$ cat src/rtl/sha256_round_engine.sv
// SHA-256 compression round engine: one round per clock, 64 rounds per block, Block counts finished blocks.
// Latency: done pulses 65 cycles after start is sampled; start is ignored while busy or done. Optional abort via SHA256_ROUND_ABORT_EN.
module sha256_round_engine #(
    parameter int MAX_BLOCKS = 2
) (
    input  logic         clk,
    input  logic         rst,
    input  logic         start,
    input  logic         first,
    input  logic [511:0] block_in,
    input  logic [255:0] chain_in,
`ifdef SHA256_ROUND_ABORT_EN
    input  logic         abort,
`endif
    output logic [31:0]  a_out,
    output logic [31:0]  b_out,
    output logic [31:0]  c_out,
    output logic [31:0]  d_out,
    output logic [31:0]  e_out,
    output logic [31:0]  f_out,
    output logic [31:0]  g_out,
    output logic [31:0]  h_out,
    output logic [1:0]   Block,
    output logic         busy,
    output logic         done
);

    typedef enum logic [1:0] {IDLE, ROUND, DONE} state_t;

    localparam logic [1:0] BLK_MAX = 2'(MAX_BLOCKS);

    localparam logic [31:0] IV [8] = '{
        32'h6a09e667, 32'hbb67ae85, 32'h3c6ef372, 32'ha54ff53a,
        32'h510e527f, 32'h9b05688c, 32'h1f83d9ab, 32'h5be0cd19};

    localparam logic [31:0] K [64] = '{
        32'h428a2f98, 32'h71374491, 32'hb5c0fbcf, 32'he9b5dba5, 32'h3956c25b, 32'h59f111f1, 32'h923f82a4, 32'hab1c5ed5,
        32'hd807aa98, 32'h12835b01, 32'h243185be, 32'h550c7dc3, 32'h72be5d74, 32'h80deb1fe, 32'h9bdc06a7, 32'hc19bf174,
        32'he49b69c1, 32'hefbe4786, 32'h0fc19dc6, 32'h240ca1cc, 32'h2de92c6f, 32'h4a7484aa, 32'h5cb0a9dc, 32'h76f988da,
        32'h983e5152, 32'ha831c66d, 32'hb00327c8, 32'hbf597fc7, 32'hc6e00bf3, 32'hd5a79147, 32'h06ca6351, 32'h14292967,
        32'h27b70a85, 32'h2e1b2138, 32'h4d2c6dfc, 32'h53380d13, 32'h650a7354, 32'h766a0abb, 32'h81c2c92e, 32'h92722c85,
        32'ha2bfe8a1, 32'ha81a664b, 32'hc24b8b70, 32'hc76c51a3, 32'hd192e819, 32'hd6990624, 32'hf40e3585, 32'h106aa070,
        32'h19a4c116, 32'h1e376c08, 32'h2748774c, 32'h34b0bcb5, 32'h391c0cb3, 32'h4ed8aa4a, 32'h5b9cca4f, 32'h682e6ff3,
        32'h748f82ee, 32'h78a5636f, 32'h84c87814, 32'h8cc70208, 32'h90befffa, 32'ha4506ceb, 32'hbef9a3f7, 32'hc67178f2};

    function automatic logic [31:0] rotr(input logic [31:0] x, input int n);
        return (x >> n) | (x << (32 - n));
    endfunction

    state_t      state_q, state_d;
    logic [5:0]  rnd_q, rnd_d;
    logic [1:0]  blk_q, blk_d;
    logic [31:0] v_q [8];
    logic [31:0] v_d [8];
    logic [31:0] w_q [16];
    logic [31:0] w_d [16];
    logic [31:0] out_q [8];
    logic [31:0] out_d [8];
`ifdef SHA256_ROUND_ABORT_EN
    logic [1:0]  blk_pre_q, blk_pre_d;
`endif

    logic [31:0] t1, t2, w_new;
    logic [31:0] nv [8];

    // Single round datapath; w_q[0] is W[t], w_new is W[t+16].
    always_comb begin
        t1 = v_q[7] + (rotr(v_q[4], 6) ^ rotr(v_q[4], 11) ^ rotr(v_q[4], 25))
           + ((v_q[4] & v_q[5]) ^ (~v_q[4] & v_q[6])) + K[rnd_q] + w_q[0];
        t2 = (rotr(v_q[0], 2) ^ rotr(v_q[0], 13) ^ rotr(v_q[0], 22))
           + ((v_q[0] & v_q[1]) ^ (v_q[0] & v_q[2]) ^ (v_q[1] & v_q[2]));
        nv[0] = t1 + t2;
        nv[1] = v_q[0];
        nv[2] = v_q[1];
        nv[3] = v_q[2];
        nv[4] = v_q[3] + t1;
        nv[5] = v_q[4];
        nv[6] = v_q[5];
        nv[7] = v_q[6];
        w_new = (rotr(w_q[14], 17) ^ rotr(w_q[14], 19) ^ (w_q[14] >> 10)) + w_q[9]
              + (rotr(w_q[1], 7) ^ rotr(w_q[1], 18) ^ (w_q[1] >> 3)) + w_q[0];
    end

    always_comb begin
        state_d = state_q;
        rnd_d   = rnd_q;
        blk_d   = blk_q;
        v_d     = v_q;
        w_d     = w_q;
        out_d   = out_q;
`ifdef SHA256_ROUND_ABORT_EN
        blk_pre_d = blk_pre_q;
`endif
        case (state_q)
            IDLE: begin
                if (start) begin
                    state_d = ROUND;
                    rnd_d   = 6'd0;
                    for (int i = 0; i < 8; i++)  v_d[i] = chain_in[255 - 32*i -: 32];
                    for (int i = 0; i < 16; i++) w_d[i] = block_in[511 - 32*i -: 32];
                    if (first) blk_d = 2'd0;
`ifdef SHA256_ROUND_ABORT_EN
                    blk_pre_d = blk_q;
`endif
                end
            end
            ROUND: begin
                v_d   = nv;
                rnd_d = rnd_q + 6'd1;
                for (int i = 0; i < 15; i++) w_d[i] = w_q[i+1];
                w_d[15] = w_new;
                if (rnd_q == 6'd63) begin
                    state_d = DONE;
                    out_d   = nv;
                    if (blk_q < BLK_MAX) blk_d = blk_q + 2'd1;
                end
`ifdef SHA256_ROUND_ABORT_EN
                // Abort leaves the visible state exactly as it was before start.
                if (abort) begin
                    state_d = IDLE;
                    out_d   = out_q;
                    blk_d   = blk_pre_q;
                end
`endif
            end
            DONE:    state_d = IDLE;
            default: state_d = IDLE;
        endcase
    end

    always_ff @(posedge clk) begin
        if (rst) begin
            state_q <= IDLE;
            rnd_q   <= 6'd0;
            blk_q   <= 2'd0;
            out_q   <= IV;
            v_q     <= IV;
`ifdef SHA256_ROUND_ABORT_EN
            blk_pre_q <= 2'd0;
`endif
        end else begin
            state_q <= state_d;
            rnd_q   <= rnd_d;
            blk_q   <= blk_d;
            out_q   <= out_d;
            v_q     <= v_d;
`ifdef SHA256_ROUND_ABORT_EN
            blk_pre_q <= blk_pre_d;
`endif
        end
    end

    always_ff @(posedge clk) begin
        w_q <= w_d;
    end

    assign a_out = out_q[0];
    assign b_out = out_q[1];
    assign c_out = out_q[2];
    assign d_out = out_q[3];
    assign e_out = out_q[4];
    assign f_out = out_q[5];
    assign g_out = out_q[6];
    assign h_out = out_q[7];
    assign Block = blk_q;
    assign busy  = (state_q == ROUND);
    assign done  = (state_q == DONE);

endmodule

$ cat config.mk
export PLATFORM = sky130hd
export DESIGN_NAME = sha256_round_engine
export DESIGN_NICKNAME = d
export VERILOG_FILES = /design/src/rtl/sha256_round_engine.sv
export SDC_FILE = /design/constraint.sdc
export NUM_CORES = 2
export LEC_CHECK = 0
export CORE_ASPECT_RATIO = 0.75
export CORE_MARGIN = 1
export CORE_UTILIZATION = 40
export CTS_CLUSTER_SIZE = 40
export DETAILED_ROUTE_END_ITERATION = 12
export GPL_TIMING_DRIVEN = 0
export PLACE_DENSITY = 0.75
export SYNTH_ARGS = -nofsm -noshare
export SYNTH_HDL_FRONTEND = slang
export SYNTH_SLANG_ARGS = --single-unit
$ cat constraint.sdc
create_clock -name clk -period 21.8 [get_ports clk]
set_clock_uncertainty 0.2 [all_clocks]
set_input_delay 4.36 -clock clk [delete_from_list [all_inputs] [get_ports clk]]
set_output_delay 4.36 -clock clk [all_outputs]
set_load 0.01 [all_outputs]
Word level (Yosys, flattened, before mapping)
Memory sizes are Yosys's and may differ from the RTL's.
Index checks and enable logic that the tools add are counted.
{"block": "totals", "latch_bits": 0, "word_cells": 107, "mem_bits_rw": 0, "register_bits": 1034, "mem_bits_ro": 2048, "memories": 1, "out_inout_bits": 260}
{"name": "(name not given)", "depth": 64, "width": 32, "read_ports": 1, "rd_ports_with_merged_regs": 0, "write_ports": 0, "line_no": "69", "text": "+ ((v_q[4] & v_q[5]) ^ (~v_q[4] & v_q[6])) + K[rnd_q] + w_q[0];"}
{"block": "classes", "eq_ne": 7, "mux": 16, "addsub": 12, "n_shift": 0, "n_reduce_logical": 6, "bitwise_logic": 28, "n_div": 0, "order_cmp": 2, "multipliers": 0}
{"operator": "$pmux W512 S2", "n": 1}
{"operator": "$mux W512", "n": 1}
{"operator": "$pmux W256 S2", "n": 1}
{"operator": "$add A32 B32 Y32", "n": 10}
{"operator": "$xor A32 B32 Y32", "n": 9}
{"operator": "$mux W256", "n": 1}
{"operator": "$and A32 B32 Y32", "n": 5}
{"operator": "$mux W32", "n": 2}
{"operator": "$not A32 Y32", "n": 1}
{"operator": "$or A10 B32 Y32", "n": 1}
{"operator": "$or A13 B32 Y32", "n": 1}
{"operator": "$or A14 B32 Y32", "n": 1}
{"operator": "$or A15 B32 Y32", "n": 1}
{"operator": "$or A19 B32 Y32", "n": 1}
{"operator": "$or A21 B32 Y32", "n": 1}
{"operator": "$or A25 B32 Y32", "n": 1}
{"operator": "$or A26 B32 Y32", "n": 1}
{"operator": "$or A30 B32 Y32", "n": 1}
{"operator": "$or A7 B32 Y32", "n": 1}
{"operator": "$xor A32 B22 Y32", "n": 1}
{"operator": "$xor A32 B29 Y32", "n": 1}
{"operator": "$mux W2", "n": 6}
{"operator": "$pmux W6 S2", "n": 1}
{"operator": "$pmux W2 S2", "n": 2}
{"operator": "other kinds (15)", "n": 19}

Depth between registers and ports, before layout
{"block": "depth", "depth_word": 9, "mapped_depth": 36}

Worst setup path after synthesis
No wires, ideal clock.
{"block": "synth_path", "path_kind": "input port to flip-flop", "startpoint": "in start", "endpoint": "reg v_q (netlist bit nv[38])", "stages": 8, "t_required_ns": 20.767, "path_slack_ns": 1.085, "t_arrival_ns": 19.682, "path_cell_list": "nor2b_1 > clkbuf_1 > nor2_1 > buf_2 > inv_2 > clkbuf_1 > clkbuf_1 > a311oi_1"}
{"block": "synth_via", "elab_chain_cells": 2}
{"item": "from (decl)", "line_no": "8", "text": "input logic start,"}
{"item": "$ne A2 B2 Y1 (no line)"}
{"item": "$reduce_and A2 Y1 (no line)"}
{"item": "to (signal assigned)", "line_no": "146", "text": "v_q <= v_d;"}
{"item": "to (decl)", "line_no": "53", "text": "logic [31:0] v_q [8];"}
Every way passes these cells.
A chain may end at the register's enable or synchronous reset.

Final worst setup path
{"block": "layout_path", "startpoint": "reg rnd_q[0]", "endpoint": "reg v_q (netlist bit nv[222])"}
{"block": "layout_via", "elab_chain_cells": 8}
{"item": "from (decl)", "line_no": "51", "text": "logic [5:0] rnd_q, rnd_d;"}
{"item": "from (signal assigned)", "line_no": "143", "text": "rnd_q <= rnd_d;"}
{"item": "$not A6 Y7 (implied by the code)", "line_no": "69"}
{"item": "$mem_v2 Z64 W32"}
{"item": "$mux W32 (implied by the code) (2 in series)", "line_no": "69"}
{"item": "$add A32 B32 Y32 (2 in series)", "line_no": "69"}
{"item": "$add A32 B32 Y32", "line_no": "72", "text": "nv[0] = t1 + t2;"}
{"item": "$pmux W256 S2", "line_no": "94", "text": "case (state_q)"}
Every way passes these cells. The select of a mux whose other input is x is not followed.

==> flow_metrics.env <==
export IMPL_status="finished, violations left"
export IMPL_violations="max-capacitance violations, max-slew violations"
export IMPL_post_cts_buffers=0
export IMPL_dieArea_um2=148000
export IMPL_r2r_end="nv[222]"
export IMPL_clkSlewWorstSetupHoldPaths_ps=70
export IMPL_postRouteAntennaNets=0
export IMPL_cts_tree="built"
export IMPL_cp_common_cell="a21oi_1"
export IMPL_die_y_um=333
export IMPL_yosysWarnings=0
export IMPL_synth_top_cell_area_share=0.263
export IMPL_rrSetupSlack_ps=10260
export IMPL_first_global_vias=55606
export IMPL_clock_fmax_ghz=0.0866
export IMPL_synth_edf_count=512
export IMPL_io_pins=1032
export IMPL_via_per_inst=5.83
export IMPL_place_worst_setup_slack_ps=10840
export IMPL_final_min_clock_period_ps=11540
export IMPL_yosysTopAreaCell="edfxtp_1"
export IMPL_hold_start="f_out[26]"
export IMPL_fill_cells=13587
export IMPL_arrival_ps=11990
export IMPL_h_tree_depth=3
export IMPL_path_class="reg2reg"
export IMPL_clock_latency_ps=790
export IMPL_route_detailed_drc=0
export IMPL_async_flop_share=0
export IMPL_path_delay_family="compound AO/OA/AOI/OAI gates"
export IMPL_crit_slowest_cell="xnor2_1"
export IMPL_rsz0062_at_grt="no"
export IMPL_critPathLaunchType="flop"
export IMPL_drive_gt1_frac=0.0292
export IMPL_setup_viol=0
export IMPL_antenna_found_initial=49
export IMPL_die_x_um=444
export IMPL_area_delta_synth_final_pct=28.3
export IMPL_ys_seq_area_frac=0.441
export IMPL_r2r_start="rnd_q[0]"
export IMPL_hold_viol=0
export IMPL_dominantRegCellSynth="dfxtp_1"
export IMPL_io_buffers=1031
export IMPL_cp_startpoint="rnd_q[0]"
export IMPL_fin_crit_sh=0.529
export IMPL_wirelength_um=310000
export IMPL_rows=121
export IMPL_cts_buffer_depth=3
export IMPL_first_pass_iters=6
export IMPL_grtUsageTotal=0.403
export IMPL_synthTopCellsByArea="edfxtp_1 26%, dfxtp_1 18%, nand2_1 15%"
export IMPL_dr_total_vias=59128
export IMPL_start_util=0.403
export IMPL_core_area_um2=145000
export IMPL_path_buf_inv=4
export IMPL_slew_limit_headroom=-0.0391
export IMPL_cts_resized=0
export IMPL_slowest_delay_ps=820
export IMPL_end_kind="flop"
export IMPL_holdBufCountCts=0
export IMPL_nets=9213
export IMPL_grt_overflow=0
export IMPL_drv_slew=11
export IMPL_setup_slack_ps=10260
export IMPL_cp_required_ps=22250
export IMPL_place_gp_congestion=1.05
export IMPL_cts_sinks=1034
export IMPL_reg2regPathDepth=35
export IMPL_syn_area_per_cell_um2=8.41
export IMPL_grt_max_degree=64
export IMPL_wire_per_inst_um=30.5
export IMPL_yosysUniqueCellTypes=80
export IMPL_cts_root_buf="clkbuf_16"
export IMPL_critical_path_endpoint="nv[222]"
export IMPL_holdCritPathClass="reg2reg"
export IMPL_worst_path_stages=35
export IMPL_dp_hpwl_um=248000
export IMPL_synth_nets=8068
export IMPL_tightestPinTransition_ps=1560
export IMPL_crit_fanout=12
export IMPL_netlist_instances=6957
export IMPL_drt_iter0_markers=8117
export IMPL_syn_cell_area_um2=58500
export IMPL_max_cap_violations=1
export IMPL_numCtsBuffers=103
export IMPL_grt_pass1_wl_um=418000
export IMPL_synth_seq_cells=1034
## routing by layer
layer  vias to the layer above  GRT usage  share of wire
met4                        16      0.277          0.082
met1                     28567      0.503           0.37
met3                       949     0.0866           0.10
li1                      25430          -              -
met5                         -          0        0.00036
met2                      4166      0.625           0.44
## cells in the mapped netlist (8+ instances only)
master,number
o211ai_1,43
a31oi_1,29
buf_2,9
o2111ai_1,8
nand4_1,11
a221oi_1,10
dfxtp_1,522
ha_1,151
nand3_1,165
a211oi_1,39
nor2_1,466
o21bai_1,23
inv_1,402
mux2_2,32
mux2i_1,10
o31ai_1,17
nor3_1,38
and3_1,20
buf_1,37
nand2_1,2385
o21ai_0,198
a311oi_1,110
clkbuf_1,430
or3_1,14
nor2b_1,22
edfxtp_1,512
a21o_1,87
xnor2_1,214
fa_1,188
a21oi_1,298
o21ai_1,27
nand2b_1,34
o311ai_0,116
o21a_1,19
xor2_1,152
## stage by stage
step	cells	utilization	TNS, ps	cell area (um^2)	hold slack, ps
5_1_grt	10131	0.517	0	75100	271
2_1_floorplan	6957	-	0	58500	254
4_1_cts	10097	0.516	0	75000	257
3_3_place_gp	9894	0.491	-3396950	71200	246
6_report	10141	0.517	0	75100	255
3_5_place_dp	9903	0.492	0	71500	248
## cell usage in the layout, fill, tap and decap left out, drive strengths merged, types with 10 or more instances in the layout
cell type      synthesis  routed
o211ai                44      44
ha                   151     151
or3                   14      14
a221oi                11      11
mux2                  33      33
o21ai                228     228
a211oi                39      39
xnor2                215     215
nand4                 11      11
o31ai                 19      19
dfxtp                522     522
o21a                  19      19
nand3                165     165
a31oi                 30      30
inv                  406     417
xor2                 152     152
fa                   188     188
edfxtp               512     512
o311ai               117     117
bufinv                 0      11
diode                  0      44
a21oi                299     299
nor2b                 22      22
nand2b                34      34
nor3                  38      38
clkinv                 3      40
o21bai                23      23
a311oi               110     110
and3                  20      20
clkbuf               430     557
mux2i                 10      10
nor2                 466     466
nand2               2385    2385
buf                   46      55
a21o                  88      88
clkdlybuf4s50          0    1031
## state kept, by name (all words and copies together) (netlist names)
name / count
c_out: 32
v_q: 64
d_out: 32
g_out: 32
e_out: 32
h_out: 32
a_out: 32
b_out: 32
Block: 2
nv: 192
w_q: 512
f_out: 32
state_q: 2
rnd_q: 6
## layout make-up
| class | instances | area (um^2) | share of cell area |
|---|---|---|---|
| diodes | 44 | 110 | 0.00147 |
| plain buffers | 476 | 1810 | 0.0240 |
| clock buffers | 127 | 2770 | 0.0369 |
| clock inverters | 67 | 734 | 0.00978 |
| inverters | 409 | 1540 | 0.0204 |
| multi-input cells | 5038 | 29400 | 0.391 |
| flip-flops and latches | 1034 | 25800 | 0.344 |
| well taps | 1906 | 2380 | 0.0318 |
| repair buffers | 1040 | 10600 | 0.141 |
## worst register-to-register path: cells and delay by family (launching register included)
kind	cells	cell delay (ps)
AOI/OAI and AO/OA	18	4290
xor gates and xnor gates	2	1460
adders and majority gates	5	2230
buffers and inverters	4	1380
DFF	1	760
and+or+nand+nor	6	1130
## worst min-delay path by stage
stage                 to  slack, ps  depth (start not counted)
2_1_floorplan    v_q[10]        250                          2
3_3_place_gp   h_out[31]        250                          2
3_5_place_dp   b_out[30]        250                          2
4_1_cts        f_out[26]        260                          2
5_1_grt        h_out[31]        270                          2
6_report       f_out[26]        250                          2
## kinds of logic (layout without fill, tap and decap cells)
logic type	Yosys count	in the layout	synth area share
buf+inv	885	2119	0.0570
other cells	0	44	0
compound gates	1089	1089	0.124
simple gates	3192	3192	0.216
mux	48	48	0.00999
fa+ha+maj	342	342	0.0971
xor+xnor	367	367	0.0551
flops	1034	1034	0.441
Power is not shown: default switching activity piles up to over one toggle a cycle in this logic, so the estimate is an artifact.
